$ cat config.mk
export PLATFORM = sky130hd
export DESIGN_NAME = instr_sequencer
export DESIGN_NICKNAME = d
export VERILOG_FILES = /design/src/rtl/instr_sequencer.sv
export SDC_FILE = /design/constraint.sdc
export NUM_CORES = 1
export LEC_CHECK = 0
export ABC_CLOCK_PERIOD_IN_PS = 5300
export CORE_ASPECT_RATIO = 1.75
export CORE_MARGIN = 2
export CORE_UTILIZATION = 31
export DETAILED_ROUTE_END_ITERATION = 12
export PLACE_DENSITY_LB_ADDON = 0.05
export SETUP_SLACK_MARGIN = 0.4
export SYNTH_ARGS = -nofsm -noshare
export SYNTH_HDL_FRONTEND = slang
export SYNTH_SLANG_ARGS = --single-unit
$ cat constraint.sdc
create_clock -name clk -period 5.3 [get_ports clk]
set_clock_uncertainty 0.15 [all_clocks]
set_input_delay 1.06 -clock clk [delete_from_list [all_inputs] [get_ports clk]]
set_output_delay 1.06 -clock clk [all_outputs]
set_load 0.03 [all_outputs]
$ cat src/rtl/instr_sequencer.sv
// Instruction sequencer: walks a small program memory, issuing one opcode at a
// time to a downstream ALU and waiting for its completion handshake. A halt
// opcode, the last memory word or an ALU timeout ends the program.
module instr_sequencer #(
    parameter int unsigned DEPTH   = 32,
    parameter int unsigned ADDR_W  = 5,
    parameter logic [7:0]  HALT_OP = 8'hFF,
    parameter int unsigned TIMEOUT = 255
) (
    input  logic              clk,
    input  logic              reset,
    input  logic              init,
    input  logic              load_en,
    input  logic [ADDR_W-1:0] load_addr,
    input  logic [7:0]        load_data,
    input  logic              alu_done,
    output logic [7:0]        instrucciones,
    output logic              active,
    output logic [ADDR_W-1:0] pc,
    output logic              busy,
    output logic              done,
    output logic              error
);

    localparam int unsigned       CNT_W   = $clog2(TIMEOUT + 1);
    localparam logic [CNT_W-1:0]  TO_LAST = CNT_W'(TIMEOUT - 1);
    localparam logic [ADDR_W-1:0] LAST_PC = ADDR_W'(DEPTH - 1);

    typedef enum logic [2:0] {
        S_IDLE  = 3'd0,
        S_FETCH = 3'd1,
        S_ISSUE = 3'd2,
        S_WAIT  = 3'd3,
        S_DONE  = 3'd4,
        S_ERROR = 3'd5
    } state_t;

    state_t            state_q;
    logic [7:0]        mem_q [DEPTH];
    logic [7:0]        word_q;
    logic [7:0]        instr_q;
    logic              active_q;
    logic [ADDR_W-1:0] pc_q;
    logic              busy_q;
    logic              done_q;
    logic              error_q;
    logic [CNT_W-1:0]  cnt_q;
    logic              cmd_ok;

    // Loads and program starts are only honoured while no program is running.
    assign cmd_ok = (state_q == S_IDLE) || (state_q == S_DONE) || (state_q == S_ERROR);

    // Program memory write port; deliberately not reset so a program survives reset.
    always_ff @(posedge clk) begin
        if (load_en && cmd_ok) begin
            mem_q[load_addr] <= load_data;
        end
    end

    // Fetch register: captures the word at pc while in FETCH.
    always_ff @(posedge clk) begin
        if (state_q == S_FETCH) begin
            word_q <= mem_q[pc_q];
        end
    end

    // Sequencer FSM with all outputs registered alongside the state.
    always_ff @(posedge clk or posedge reset) begin
        if (reset) begin
            state_q  <= S_IDLE;
            pc_q     <= '0;
            instr_q  <= 8'h00;
            active_q <= 1'b0;
            busy_q   <= 1'b0;
            done_q   <= 1'b0;
            error_q  <= 1'b0;
            cnt_q    <= '0;
        end else begin
            active_q <= 1'b0;
            case (state_q)
                S_IDLE, S_DONE, S_ERROR: begin
                    if (init) begin
                        state_q <= S_FETCH;
                        pc_q    <= '0;
                        busy_q  <= 1'b1;
                        done_q  <= 1'b0;
                        error_q <= 1'b0;
                    end
                end
                S_FETCH: begin
                    state_q <= S_ISSUE;
                end
                S_ISSUE: begin
                    if (word_q == HALT_OP) begin
                        state_q <= S_DONE;
                        busy_q  <= 1'b0;
                        done_q  <= 1'b1;
                    end else begin
                        state_q  <= S_WAIT;
                        instr_q  <= word_q;
                        active_q <= 1'b1;
                        cnt_q    <= '0;
                    end
                end
                S_WAIT: begin
                    // A completion in the final allowed cycle still wins over the timeout.
                    if (alu_done) begin
                        if (pc_q == LAST_PC) begin
                            state_q <= S_DONE;
                            busy_q  <= 1'b0;
                            done_q  <= 1'b1;
                        end else begin
                            state_q <= S_FETCH;
                            pc_q    <= pc_q + ADDR_W'(1);
                        end
                    end else begin
                        cnt_q <= cnt_q + CNT_W'(1);
                        if (cnt_q == TO_LAST) begin
                            state_q <= S_ERROR;
                            busy_q  <= 1'b0;
                            error_q <= 1'b1;
                        end
                    end
                end
                default: begin
                    state_q <= S_IDLE;
                    busy_q  <= 1'b0;
                end
            endcase
        end
    end

    assign instrucciones = instr_q;
    assign active        = active_q;
    assign pc            = pc_q;
    assign busy          = busy_q;
    assign done          = done_q;
    assign error         = error_q;

endmodule

Yosys cells after proc, flatten, opt, wreduce, memory -nomap -nowiden. Memories as Yosys holds them, arrays and structs flattened. A register that Yosys moved wholly into a read port is not among the register bits. Index checks and enable logic that the tools add are counted.

Register bits after elaboration: 28. Memory bits (writable): 256. Input port bits: 18. Output and inout bits: 17. Word-level logic and storage cells: 77. Memories: 1.

Memories: mem_q (depth 32, bits a word 8, rd ports 1, clocked after memory_dff 1, write ports 1, RTL line 39) `logic [7:0] mem_q [DEPTH];`.

Add/subtract/negate cells: 2. Eq/ne operators: 18. Muxes and demuxes: 31. Bitwise logic cells: 2. Reductions and logical operators: 15.

Operators with widths (count): 8-bit equality test (second input constant) (2); 8-bit two-way mux (2); 2-bit inequality test (second input constant) (8); 8-bit one-hot mux with 2 select lines (1); 1-bit two-way mux (15); 3-bit two-way mux (5); 5-bit two-way mux (3); 3-bit one-hot mux with 4 select lines (1); 5-bit one-hot mux with 2 select lines (1); 5-bit AND reduction (2); 8-bit by 1-bit adder with 8-bit output (second input constant) (1); 4-bit AND reduction (2); 3-bit by 2-bit equality test with 1-bit output (second input constant) (2); 3-bit equality test (second input constant) (2); 3-bit inequality test (second input constant) (2); 5-bit by 1-bit adder with 5-bit output (second input constant) (1); 5-bit equality test (second input constant) (1); 1-bit one-hot mux with 4 select lines (1); 2-bit AND reduction (2); 2-bit nonzero test (2); 3-bit by 1-bit equality test with 1-bit output (second input constant) (1); 3-bit logical NOT (1); 1-bit one-hot mux with 3 select lines (1); 3-bit AND reduction (1); 6 further kinds (8).

Depth between registers and ports, before layout.
Depth in word-level cells: 6. Depth in mapped cells: 7. Mapped depth without buffers: 7.

Worst setup path after synthesis. Ideal clock, no wire load.

Path type: flip-flop to flip-flop. From: register pc_q[0] (netlist: pc[0]). To: register word_q[0], read port of mem_q, data pin. Library setup time: 260 ps. Data arrival time: 2416 ps. Required time: 4890 ps. Path slack: 2475 ps. Cell stages (with the launch flop): 6. Clock period less this slack: 2825 ps. Cells stage by stage: dfrtp_1 clkbuf_1 clkbuf_1 mux4_2 mux4_2 mux2_2.

RTL lines: from (decl) (RTL line 43) `logic [ADDR_W-1:0] pc_q;`; from (signal assigned) (RTL line 114) `pc_q <= pc_q + ADDR_W'(1);`; to (decl) (RTL line 40) `logic [7:0] word_q;`.

Worst setup path in the final report.
From: register pc_q[1] (netlist: pc[1]). To: output pc[1].

RTL lines: to (decl) (RTL line 19) `output logic [ADDR_W-1:0] pc,`.

No word-level cell between the ends.

==> reports/metrics.cfg <==
[setup_path]
cp.buffers_inverters = 1
arrival_ns = 2.44
worstPathCellList = clkdlybuf4s50_1
rr_startpoint = pc[0]
cpLargestDelayFamily = flip-flops
cp_slowest_stage_delay_ns = 1.05
cp.required_ns = 4.09
reg2reg_depth = 4
critPathMaxFanout = 38
critPathKind = flip-flop to output pin
r2r_setup_slack_ns = 1.98
slowest_stage = dfrtp_2
rr_endpoint = word_q[0]
end_kind = output pin
cp-start-kind = flip-flop

[synthesis]
synth_enable_flop_cells = 264
syn_inst = 556
seq_area_frac_synth_pct = 74.8
yosys_most_used_dff = edfxtp_1
synth_area_um2 = 11500
synth_nets = 579
postSynth.asyncResetShare_pct = 9.59
yosys-top-cells-count = edfxtp_1 (264), mux4_2 (80), nor2_1 (43)
synth.largest_area_cell = edfxtp_1
synth_cell_type_count = 45
avgSynthCellArea_um2 = 20.7
ys_seq_elements = 292
yosysTopAreaCellShare_pct = 68.8
yosysMostFrequentCell = edfxtp_1
yosys-top-cells-area = edfxtp_1 (69%), mux4_2 (16%), dfrtp_1 (6.1%), nor2_1 (1.4%), mux2_1 (0.78%)
ys_warn_count = 0

[global_route]
grt_max_degree = 41
grtUsageTotal_pct = 15.4
grt_pass1_wl_um = 42000
antenna_found_initial = 0
grt-ovfl-total = 0
grt_pass1_vias = 5878

[sta]
period_share_pct = 68.8
fin_crit_ns = 3.65
rsz0062_at_grt = no
setup_viol = 0
fin_tns_setup_ns = 0
worst_pin_slew_ns = 1.07
fmax_mhz = 274
holdWs_ns = 0.335
slew_headroom_pct = 28.6
hold_violations = 0
drv_slew = 0

[clocking]
cts_made_buffers = 29
htreeDepth = 1
clock_latency_ns = 0.55
holdBufCountCts = 0
cts_tree = done
cts.sinks = 292
cts-root-buf = clkbuf_16
clockBufferDepth = 3
post-cts-setup-buffers = 0
path_clk_slew_ns = 0.07
ctsResizeCount = 0

[route]
routedWlPerCell_um = 26.4
drc = 0
first_pass_iters = 4
ant_nets = 0
drt_iter0_drc = 344
routed_wl_um = 29100
vias = 5427
vias_per_cell = 4.93

[placed_design]
dpl.hpwl_um = 19700
gp_congestion = 0.800
port_buffers = 34
dpl_cell_area_um2 = 12400
dp_cells = 1048

[floorplanning]
row_count = 93
initial_utilization_pct = 31.4
coreArea_um2 = 36800
die_y_um = 259
die_x_um = 150
die-area_um2 = 38800
io_pins = 35

[finish]
final_cell_area_um2 = 13300
final_cell_count_no_fill = 1100
area_growth_pct = 15.6
final_nets = 627
layout-drive-gt1-share_pct = 24.2

[pwr]
power.density_nw_per_um2 = 453
ir_worst_vdd_mv = 0.175
power.leakage_nw = 4.16

[worst_hold_path]
hold_path.class = flip-flop to flip-flop
whs_path_depth = 1
min_from = instrucciones[0]
hold_path_end = instrucciones[0]

[run]
drv_cap = 0

[status]
outcome = complete, no violations

==> placed cells by master, fill, tap and decap left out, types with 2 or more instances in the layout <==
master,instances
buf_4,12
clkdlybuf4s50_1,31
clkinvlp_4,3
clkbuf_1,4
nand3_1,11
mux4_2,80
xor2_1,6
ha_1,5
o21ai_0,2
buf_2,3
inv_6,2
bufinv_16,3
nand2_1,15
inv_1,9
nor2_1,43
mux2_2,8
mux2_1,8
clkinv_2,6
o21a_1,2
and4_1,2
dfrtp_1,26
and3_1,3
o21ai_1,3
clkinv_1,4
o41ai_1,2
edfxtp_1,264
a21oi_1,2
and2_1,2
clkbuf_16,29
nor2b_1,4
nand2b_1,3
nand4_1,6
==> sequential cells by signal (all words and copies together) (netlist names) <==
register       cells
cnt_q              8
error              1
instrucciones      8
mem_q            256
done               1
active             1
state_q            3
pc                 5
busy               1
word_q             8
==> power by group <==
part / internal [W] / switching [W] / total [W]
Combinational: 0.000579 / 0.000630 / 0.00121
Sequential: 0.00264 / 0.000188 / 0.00282
Clock: 0.00115 / 0.000859 / 0.00201
==> metal layers <==
layer / global-route usage, % / wire length [µm] / vias to the layer above
li1: - / - / 2373
met2: 29.2 / 16200 / 150
met4: 7.60 / 1500 / 0
met3: 2.20 / 1200 / 56
met1: 16.3 / 10200 / 2848
met5: 0 / 0 / -
==> per-stage QoR <==
stage / total power (W) / worst slack (ns) / util, %
2_1_floorplan: 0.00363 / 2.47 / -
3_5_place_dp: 0.00413 / 1.53 / 33.7
6_report: 0.00604 / 1.65 / 36.2
3_3_place_gp: 0.00412 / 1.61 / 33.7
4_1_cts: 0.00614 / 1.56 / 36.2
5_1_grt: 0.00627 / 1.54 / 36.2
==> final cells by class <==
type | count | area, µm²
fill | 3422 | 23400
sequential | 292 | 8630
multi-input combinational | 225 | 2730
clock buffer | 33 | 741
tap | 475 | 594
timing repair buffer | 46 | 415
clock inverter | 18 | 175
inverter | 10 | 37.5
antenna | 1 | 2.50
==> how the worst max path moves through the flow <==
stage | start | to | cells after the start
finish | pc[1] | pc[1] | 1
global route | pc[1] | pc[1] | 1
CTS | pc[1] | pc[1] | 1
detailed placement | load_addr[2] | mem_q[9][3] | 4
global placement | load_addr[2] | mem_q[26][3] | 4
floorplan | pc[0] | word_q[0] | 5
==> logic make-up (layout without fill, tap and decap cells) <==
| family | count (synthesis) | in the layout | synth area share, % |
|---|---|---|---|
| DFF | 292 | 292 | 74.8 |
| adders and majority gates | 5 | 5 | 0.543 |
| and+or+nand+nor | 93 | 93 | 3.81 |
| AOI/OAI and AO/OA | 23 | 23 | 1.45 |
| buffers and inverters | 39 | 107 | 1.55 |
| xor gates and xnor gates | 7 | 7 | 0.532 |
| other | 0 | 1 | 0 |
| muxes | 97 | 97 | 17.3 |
Power figures use the tool's default switching activity.
